--- src/rtl/truth_table_sweeper.sv ---
// Truth-table sweeper: steps every input vector in ascending order, samples fn_in,
// and reports the minterm mask and count and streams each minterm index over valid/ready.
module truth_table_sweeper #(
    parameter int unsigned N_INPUTS      = 5,
    parameter int unsigned SETTLE_CYCLES = 1
) (
    input  logic                      clk,
    input  logic                      rst_n,
    input  logic                      start,
    input  logic                      abort,
    output logic [N_INPUTS-1:0]       vec_out,
    input  logic                      fn_in,
    output logic                      mt_valid,
    input  logic                      mt_ready,
    output logic [N_INPUTS-1:0]       mt_index,
    output logic                      busy,
    output logic                      done,
    output logic [2**N_INPUTS-1:0]    minterm_mask,
    output logic [N_INPUTS:0]         minterm_count
);

    localparam int unsigned CW = N_INPUTS + 1;
    localparam int unsigned SW = (SETTLE_CYCLES < 2) ? 1 : $clog2(SETTLE_CYCLES + 1);

    localparam logic [2:0] S_IDLE   = 3'd0;
    localparam logic [2:0] S_DRIVE  = 3'd1;
    localparam logic [2:0] S_SAMPLE = 3'd2;
    localparam logic [2:0] S_EMIT   = 3'd3;
    localparam logic [2:0] S_DONE   = 3'd4;

    logic [2:0]               state_q, state_d;
    logic [SW-1:0]            settle_q, settle_d;
    logic [N_INPUTS-1:0]      vec_d;
    logic [2**N_INPUTS-1:0]   mask_d;
    logic [N_INPUTS:0]        count_d;
    logic                     valid_d, busy_d, done_d;
    logic                     active;

    assign mt_index = vec_out;
    assign active   = (state_q == S_DRIVE) || (state_q == S_SAMPLE) || (state_q == S_EMIT);

    // Next-state and next-output logic; abort overrides everything while a sweep runs.
    always_comb begin
        state_d  = state_q;
        settle_d = settle_q;
        vec_d    = vec_out;
        mask_d   = minterm_mask;
        count_d  = minterm_count;
        case (state_q)
            S_IDLE: begin
                if (start) begin
                    vec_d    = '0;
                    mask_d   = '0;
                    count_d  = '0;
                    settle_d = SW'(SETTLE_CYCLES);
                    state_d  = S_DRIVE;
                end
            end
            S_DRIVE: begin
                if (settle_q <= SW'(1)) state_d = S_SAMPLE;
                else                    settle_d = settle_q - SW'(1);
            end
            S_SAMPLE: begin
                if (fn_in) begin
                    mask_d[vec_out] = 1'b1;
                    count_d         = minterm_count + CW'(1);
                    state_d         = S_EMIT;
                end else if (&vec_out) begin
                    state_d = S_DONE;
                end else begin
                    vec_d    = vec_out + N_INPUTS'(1);
                    settle_d = SW'(SETTLE_CYCLES);
                    state_d  = S_DRIVE;
                end
            end
            S_EMIT: begin
                if (mt_valid && mt_ready) begin
                    if (&vec_out) begin
                        state_d = S_DONE;
                    end else begin
                        vec_d    = vec_out + N_INPUTS'(1);
                        settle_d = SW'(SETTLE_CYCLES);
                        state_d  = S_DRIVE;
                    end
                end
            end
            S_DONE:  state_d = S_IDLE;
            default: state_d = S_IDLE;
        endcase
        if (abort && active) begin
            state_d  = S_IDLE;
            settle_d = '0;
            vec_d    = '0;
            mask_d   = '0;
            count_d  = '0;
        end
        valid_d = (state_d == S_EMIT);
        done_d  = (state_d == S_DONE);
        busy_d  = (state_d == S_DRIVE) || (state_d == S_SAMPLE) || (state_d == S_EMIT);
    end

    always_ff @(posedge clk or negedge rst_n) begin
        if (!rst_n) begin
            state_q       <= S_IDLE;
            settle_q      <= '0;
            vec_out       <= '0;
            minterm_mask  <= '0;
            minterm_count <= '0;
            mt_valid      <= 1'b0;
            busy          <= 1'b0;
            done          <= 1'b0;
        end else begin
            state_q       <= state_d;
            settle_q      <= settle_d;
            vec_out       <= vec_d;
            minterm_mask  <= mask_d;
            minterm_count <= count_d;
            mt_valid      <= valid_d;
            busy          <= busy_d;
            done          <= done_d;
        end
    end

endmodule
--- config.mk ---
export PLATFORM = sky130hd
export DESIGN_NAME = truth_table_sweeper
export DESIGN_NICKNAME = d
export VERILOG_FILES = /design/src/rtl/truth_table_sweeper.sv
export SDC_FILE = /design/constraint.sdc
export NUM_CORES = 1
export LEC_CHECK = 0
export ABC_AREA = 0
export CORE_AREA = 3 3 80 82
export DETAILED_ROUTE_END_ITERATION = 7
export DIE_AREA = 0 0 83 85
export DONT_BUFFER_PORTS = 1
export HOLD_SLACK_MARGIN = 0.02
export MAX_ROUTING_LAYER = met4
export PLACE_DENSITY = 0.59
export RECOVER_POWER = 100
export SLEW_MARGIN = 20
export SYNTH_ARGS = -nofsm -noshare
export SYNTH_HDL_FRONTEND = slang
export SYNTH_SLANG_ARGS = --single-unit
--- constraint.sdc ---
create_clock -name clk -period 4.85 [get_ports clk]
set_input_delay 0.485 -clock clk [delete_from_list [all_inputs] [get_ports clk]]
set_output_delay 0.485 -clock clk [all_outputs]
set_load 0.005 [all_outputs]
# ---- Word-level counts from Yosys, hierarchy flattened
# Cells that the tools add are included.
dict set report word_totals {
  in_bits 6
  reg_bits 50
  out_inout_bits 51
  elab_cells 72
}
dict set report op_classes {
  n_reduce_logical 15
  n_eq_ne 12
  magnitude_cmp 3
  n_addsub 3
  bitwise 1
  mux 30
}
# cell n
set ops {}
lappend ops {{32-bit 2-to-1 mux} 3}
lappend ops {{32-bit case mux with 2 select lines} 1}
lappend ops {{32-bit bitwise OR} 1}
lappend ops {{5-bit 2-to-1 mux} 5}
lappend ops {{3-bit 2-to-1 mux} 6}
lappend ops {{6-bit 2-to-1 mux} 3}
lappend ops {{5-bit case mux with 3 select lines} 1}
lappend ops {{3-bit by 2-bit equality test with 1-bit output (second input constant)} 4}
lappend ops {{3-bit case mux with 4 select lines} 1}
lappend ops {{6-bit case mux with 2 select lines} 1}
lappend ops {{5-bit AND reduction} 2}
lappend ops {{3-bit by 2-bit inequality test with 1-bit output (second input constant)} 3}
lappend ops {{1-bit 2-to-1 mux} 7}
lappend ops {{6-bit by 1-bit adder with 6-bit output (second input constant)} 1}
lappend ops {{3-bit by 1-bit equality test with 1-bit output (second input constant)} 2}
lappend ops {{5-bit by 6-bit < comparator with 1-bit output (second input constant)} 1}
lappend ops {{5-bit by 1-bit adder with 5-bit output (second input constant)} 1}
lappend ops {{1-bit demux with 5-bit select} 1}
lappend ops {{5-bit by 1-bit greater-or-equal comparator with 1-bit output (second input constant)} 1}
lappend ops {{5-bit nonzero test} 1}
lappend ops {{1-bit logical OR} 4}
lappend ops {{1-bit case mux with 4 select lines} 1}
lappend ops {{4-bit AND reduction} 1}
lappend ops {{4-bit nonzero test} 1}
lappend ops {{9 further kinds} 11}

# ---- Logic depth before layout (Yosys ltp)
# Gate-level depths: netlist of the first run.
dict set report logic_depth {
  word_depth 8
  depth_mapped 7
  ltp_nobuf 7
}

# ---- Worst setup path before layout of the first run
# No wires, ideal clock.
dict set report synth_timing {
  path_type {reg2reg}
  start {reg vec_out[0] (netlist: mt_index[0])}
  end {reg vec_out[0] (netlist: mt_index[0])}
  arrival_ps 1749
  path_buffers 0
  period_less_slack_ps 1874
  setup_slack_ps 2976
  setup_time_ps 125
  path_stages_with_launch 8
  required_time_ps 4725
  path_cell_list {dfrtp_1 -> ha_1 -> and3_1 -> ha_1 -> o21ai_0 -> a22o_1 -> o21ai_1 -> mux2_2}
}
dict set report synth_via {
  elab_chain_len 5
  elab_cells_between_ends 7
  cone_classes {add/sub (1); mux (5); reduce/logical (1)}
}
# element line_no
set synth_rtl {}
lappend synth_rtl {{from (decl)} 11} ;# output logic [N_INPUTS-1:0] vec_out,
lappend synth_rtl {{from (signal assigned)} 115} ;# vec_out <= vec_d;
lappend synth_rtl {{5-bit by 1-bit adder with 5-bit output or 5-bit AND reduction (tied branches)} n/a}
lappend synth_rtl {{5-bit 2-to-1 mux *} {68, 78}}
lappend synth_rtl {{5-bit 2-to-1 mux, on equally long branches} {77, 64}}
lappend synth_rtl {{5-bit case mux with 3 select lines *} 49} ;# case (state_q)
lappend synth_rtl {{5-bit 2-to-1 mux *} 90} ;# if (abort && active) begin
# Every way passes the cells marked *; elsewhere a longest branch is shown, timed or not. The select of a mux whose other input is x is not followed.
# A chain may end at the register's enable or synchronous reset.

==> qor.yml, run 1 <==
run_status:
  outcome: "finished, violations left"
  violations: "capacitance limit, slew limit"
layout:
  ff_latch_area_um2: 1230
  nNetsFinal: 235
  fillers: 617
  layout_common_cells: "dfrtp_1, nor2_1, a41oi_1, nand2_1, o21ai_0"
  utilization_pct: 42.4
  drive_gt1_share_pct: 5.80
  final_common_cell: "dfrtp_1"
  multi_input_area_um2: 1020
  area_growth_pct: 4.29
  insertedDiodeCount: 0
clock_tree:
  cts_tree: "built"
  clkSinkCount: 49
  cts.htree.levels: 2
  clkLatencyLatePin_ns: 0.31
  cts.reportedPaths.clkPinSlew_ns: 0.09
  clockBufferDepth: 2
  cts_buffers: 5
  cts_resized: 0
  cts-root-buf: "clkbuf_8"
worst_setup_path:
  crit_family: "buffers and inverters"
  r2r_end: "minterm_mask[30]"
  critPathCaptureType: "asynchronous set/reset pin"
  crit_required_ns: 4.71
  r2r_slack_ns: 1.93
  crit_fanout: 49
  cp-start-kind: "input pin"
  critPathKind: "in -> async"
  rr_startpoint: "state_q[1]"
  reg2reg_depth: 4
  cpMaxStageDelayCell: "clkbuf_1"
  crit_buf_inv: 2
  worstPathCellList: "dlygate4sd3_1, clkbuf_1"
  cp.arrival_ns: 2.97
  max_stage_delay_ns: 1.90
die:
  num_rows: 28
  pin_count: 57
  start_util_pct: 40.6
  coreArea_um2: 5820
  fp.dieW_um: 83
  dieArea_um2: 7060
  die_y_um: 85
power:
  leakagePower_uw: 0.00112
  pwr_density_cell_nw_per_um2: 332
  ir_worst_vdd_v: 0.000116
detailed_routing:
  dr.pass1.iters: 4
  post_drt_wl_per_cell_um: 18.8
  ant_nets: 0
  drt-total-wl_um: 5620
  first_iter_violations: 140
  drcViolationCount: 0
  viasPerCell: 5.89
  num_vias: 1762
logic_synthesis:
  syn_nets: 245
  ys_types: 39
  synth_area_um2: 2360
  synth_area_leader_cell: "dfrtp_1"
  ys_ff_latch: 49
  syn_inst: 233
  ys.warnings.count: 0
  synth_top_area_share_pct: 51.9
  synth.area.top_cells: "dfrtp_1, a41oi_1, nor2_1"
  postSynthAreaPerCell_um2: 10.1
  ys_seq_area_share_pct: 51.9
placement:
  port_buffers: 0
  gp_congestion: 0.775
  dp_hpwl_um: 3700
  dp_slack_ns: 2.57
timing:
  skew_ns: 0.0117
  hold_violations: 0
  slew_viol_final: 79
  setup_viol: 0
  fin_crit_ns: 3.11
  timing.final.crit_share_pct: 64.0
  fin_ws_ns: 1.74
  rsz0062_at_grt: "false"
  tns_ns: 0
  max_clock_freq_mhz: 322
  relSlewSlack_pct: -77.4
  tightest_slew_ns: 2.66
  final.hold.worst_slack_ns: 0.368
global_route:
  grt_usage_pct: 16.9
  grt_pass1_wl_um: 9290
  grt_pass1_vias: 1753
  grt_overflow_total: 0
  grt_max_degree: 50
  antenna_found_initial: 0
hold_path:
  hold_end: "mt_valid"
  hold_path_class: "in -> reg"
  worstHoldStart: "fn_in"
  holdPathStages: 2
flow_run:
  drv_cap: 2
## power by group
group          switching [uW]  internal, uW  leakage [uW]
registers                19.7           421      0.000677
logic                    89.1          33.4      0.000401
clock network             151           105     0.0000452
total                     260           559       0.00112
## sequential cells by signal (all words and copies together), names as in the netlist
name	count
done	1
minterm_mask	32
busy	1
mt_valid	1
state_q	3
minterm_count	6
mt_index	5
## synthesized netlist by cell type (all sizes together)
master,instances
o21bai,1
a22o,4
or3b,1
or2,1
mux2,2
nand4,3
inv,4
o21ai,15
buf,15
dfrtp,49
a21o,2
nor4,1
nor3,2
nand3,5
a21oi,5
a22oi,1
clkbuf,4
mux2i,2
o21ba,1
a41oi,24
and3,4
nand3b,1
o31ai,2
nand2b,3
a31oi,1
and2,6
or4,2
nor4b,2
a211o,2
nor3b,1
a21boi,1
nand2,17
nor2,34
nor2b,9
ha,6
## logic make-up after synthesis
kind of cell	after synthesis	share of synthesized area, %
simple gates	92	19.2
compound gates	59	18.9
flops	49	51.9
buf+inv	23	5.03
fa+ha+maj	6	3.18
mux	4	1.80
## per-layer routing
metal / part of all wire [%] / global-route usage (%)
met5: 0 / -
met3: 7.9 / 6.21
met4: 1.1 / 4.61
met2: 46 / 25.2
met1: 45 / 21.8
## metrics by stage
| stage | std cells | area, um^2 | total power, uW |
|---|---|---|---|
| after global placement | 289 | 2360 | 560 |
| after detailed placement | 289 | 2360 | 562 |
| after global routing | 299 | 2460 | 862 |
| after CTS | 298 | 2480 | 829 |
| final | 299 | 2460 | 819 |
| after floorplan | 233 | 2360 | 540 |
## how the worst max path moves through the flow
stage,end,from,cells after the start,slack [ns]
3_3_place_gp,mt_index[0],state_q[0],4,2.60
5_1_grt,mt_index[4],rst_n,2,1.30
3_5_place_dp,mt_index[0],state_q[0],4,2.57
4_1_cts,mt_index[0],state_q[0],4,2.55
2_1_floorplan,mt_index[0],mt_index[0],7,2.98
6_report,mt_index[4],rst_n,2,1.74
## final cells by class
cell class | count | share of cell area, %
sequential | 49 | 49.7
multi-input combinational | 161 | 41.5
clock inverter | 3 | 1.02
tap | 75 | 3.81
inverter | 4 | 0.609
clock buffer | 5 | 2.79
timing repair buffer | 2 | 0.558
## timing repair
action / 4_1_cts / 5_1_grt
hold endpoints to repair: 49 / 14
buffers inserted: 0 / 0
hold buffers: 1 / 1
Note: power is estimated with default switching activity, not from simulation.
==> run 2: changes to the inputs <==
clock period = 3 ns   (was 4.85 ns; I/O delays follow)
==> run 2 against run 1 <==
Net effect: global-route usage about the same; the flow now finishes without violations; largest cell class unchanged; sequential power rose by 62%; flip-flop and latch count is the same; first-iteration DRC count decreased by 10%; combinational power grew 61%; setup slack got worse by 0.97 ns; register-to-register slack worse by 1.2 ns; highest routed layer unchanged; sequential share of layout area shrank 0.45 points.
==> qor.yml, run 2 (synthesis gave the netlist of run 1 again) <==
run_status:
  outcome: "completed"  # was finished, violations left
timing:
  tightest_slew_ns: 1.25  # was 2.66 ns
  relSlewSlack_pct: 16.6  # was -77.4%
  setup_viol: 0  # unchanged
  timing.final.crit_share_pct: 74.3
  hold_violations: 0  # unchanged
  rsz0062_at_grt: "false"  # unchanged
  tns_ns: 0  # unchanged
  skew_ns: 0.00899  # was 0.0117 ns
  fin_crit_ns: 2.23
  max_clock_freq_mhz: 449
  slew_viol_final: 0  # was 79
  final.hold.worst_slack_ns: 0.169  # was 0.368 ns
power:
  ir_worst_vdd_v: 0.000215  # was 0.000116 V
  finalPower_uw: 1380  # was 819 uW
  leakagePower_uw: 0.00114  # was 0.00112 uW
  pwr_density_cell_nw_per_um2: 556  # was 332 nW/um^2
worst_setup_path:
  crit_required_ns: 3.14  # was 4.71 ns
  crit_buf_inv: 0  # was 2
  critPathKind: "reg -> reg"  # was in -> async
  worstPathCellList: "or3b_1, a21oi_2, nor2_1"  # was dlygate4sd3_1, clkbuf_1
  cp-start-kind: "register"  # was input pin
  cpMaxStageDelayCell: "a21oi_2"  # was clkbuf_1
  max_stage_delay_ns: 0.94  # was 1.90 ns
  crit_fanout: 26  # was 49
  cp.arrival_ns: 2.37  # was 2.97 ns
  crit_family: "compound AO/OA/AOI/OAI gates"  # was buffers and inverters
  critPathCaptureType: "register"  # was asynchronous set/reset pin
layout:
  final_common_cell: "dfrtp_1"  # unchanged
  fillers: 587  # was 617
  largest_register_ffs: 32  # unchanged
  ff_latch_area_um2: 1230  # unchanged
  fin_area_um2: 2490  # was 2460 um^2
  utilization_pct: 42.8  # was 42.4%
  nNetsFinal: 237  # was 235
  multi_input_area_um2: 1010  # was 1020 um^2
  area_growth_pct: 5.24  # was 4.29%
  insertedDiodeCount: 0  # unchanged
  layout_common_cells: "dfrtp_1, nor2_1, a41oi_1, nand2_1, o21ai_0"  # unchanged
  drive_gt1_share_pct: 6.64  # was 5.80%
  regMostFlops: "minterm_mask"  # unchanged
global_route:
  antenna_found_initial: 0  # unchanged
  grt_max_degree: 50  # unchanged
  grt_overflow_total: 0  # unchanged
  grt_pass1_vias: 1720  # was 1753
  grt_pass1_wl_um: 9360  # was 9290 um
  grt_usage_pct: 17.0  # was 16.9%
clock_tree:
  clockBufferDepth: 2  # unchanged
  cts.htree.levels: 2  # unchanged
  clkSinkCount: 49  # unchanged
  cts_tree: "built"  # unchanged
  cts_buffers: 5  # unchanged
  clkLatencyLatePin_ns: 0.30  # was 0.31 ns
  cts_setup_buffers: 0  # unchanged
  cts.reportedPaths.clkPinSlew_ns: 0.09  # about the same
  cts-root-buf: "clkbuf_8"  # unchanged
placement:
  gp_congestion: 0.807  # was 0.775
  dpl-instance-area_um2: 2370  # was 2360 um^2
  port_buffers: 0  # unchanged
  dp_hpwl_um: 3700  # about the same
die:
  fp.dieW_um: 83  # unchanged
  start_util_pct: 40.6  # unchanged
  num_rows: 28  # unchanged
  dieArea_um2: 7060  # unchanged
  coreArea_um2: 5820  # unchanged
  pin_count: 57  # unchanged
  die_y_um: 85  # unchanged
detailed_routing:
  dr.pass1.iters: 4  # unchanged
  num_vias: 1740  # was 1762
  drt-total-wl_um: 5590  # was 5620 um
  post_drt_wl_per_cell_um: 18.6  # was 18.8 um
  first_iter_violations: 126  # was 140
  viasPerCell: 5.78  # was 5.89
  ant_nets: 0  # unchanged
  drcViolationCount: 0  # unchanged
hold_path:
  hold_path_class: "in -> reg"  # unchanged
flow_run:
  drv_cap: 0  # was 2
-- run 2: cell count changes in the layout (fill, tap and decap cells not counted), sizes merged --
| cell | before | now |
|---|---|---|
| buf | 0 | 2 |
| bufinv | 0 | 1 |
| clkbuf | 6 | 7 |
| clkinv | 0 | 1 |
| clkinvlp | 1 | 0 |
| inv | 6 | 4 |
-- run 2: metrics by stage --
step | cells | worst slack [ns]
after floorplan | 233 | 1.13
after global placement | 291 | 0.942
after detailed placement | 291 | 0.883
after CTS | 301 | 0.858
after global routing | 301 | 0.592
final | 301 | 0.772
-- run 2: path summary, 6_finish.rpt --
check / from / end / slack [ns] / cells past startpoint
worst max-delay path: state_q[0] / minterm_mask[18] / 0.77 / 3
worst min-delay path: fn_in / mt_valid / 0.17 / 2
worst max register to register: state_q[0] / minterm_mask[18] / 0.77 / 3
worst min register to register: minterm_mask[12] / minterm_mask[12] / 0.51 / 2
max in group asynchronous: rst_n / minterm_mask[2] / 1.45 / 2
min in group asynchronous: rst_n / minterm_count[0] / 0.81 / 2
-- run 2: area by class of cell --
class / count / share of cell area, %
Sequential cell: 49 / 49.3
Multi-Input combinational cell: 161 / 40.6
Tap cell: 75 / 3.77
Timing Repair Buffer: 4 / 1.21
Clock buffer: 6 / 2.92
Clock inverter: 2 / 1.56
Inverter: 4 / 0.604
-- run 2: repair_timing --
action | in CTS | in global routing
hold buffers | 2 | 0
gates resized for setup | 0 | 0
endpoints found under the hold margin | 49 | 0
-- run 2: per-layer routing --
metal	up-vias	global-route usage, %	routed length, um
met5	-	-	0
met4	0	4.90	63
met3	5	6.50	408
met2	56	24.7	2550
met1	852	22.1	2570
li1	827	-	-
-- run 2: worst reg2reg max path, stage by stage, from the launching register on --
cell	delay (ns)
dfrtp_1	0.53
or3b_1	0.47
a21oi_2	0.94
nor2_1	0.14
-- run 2: report_power, final --
group	internal (uW)	switching, uW	total, uW
combinational	54.6	141	196
sequential	680	32.5	712
clock	251	225	475
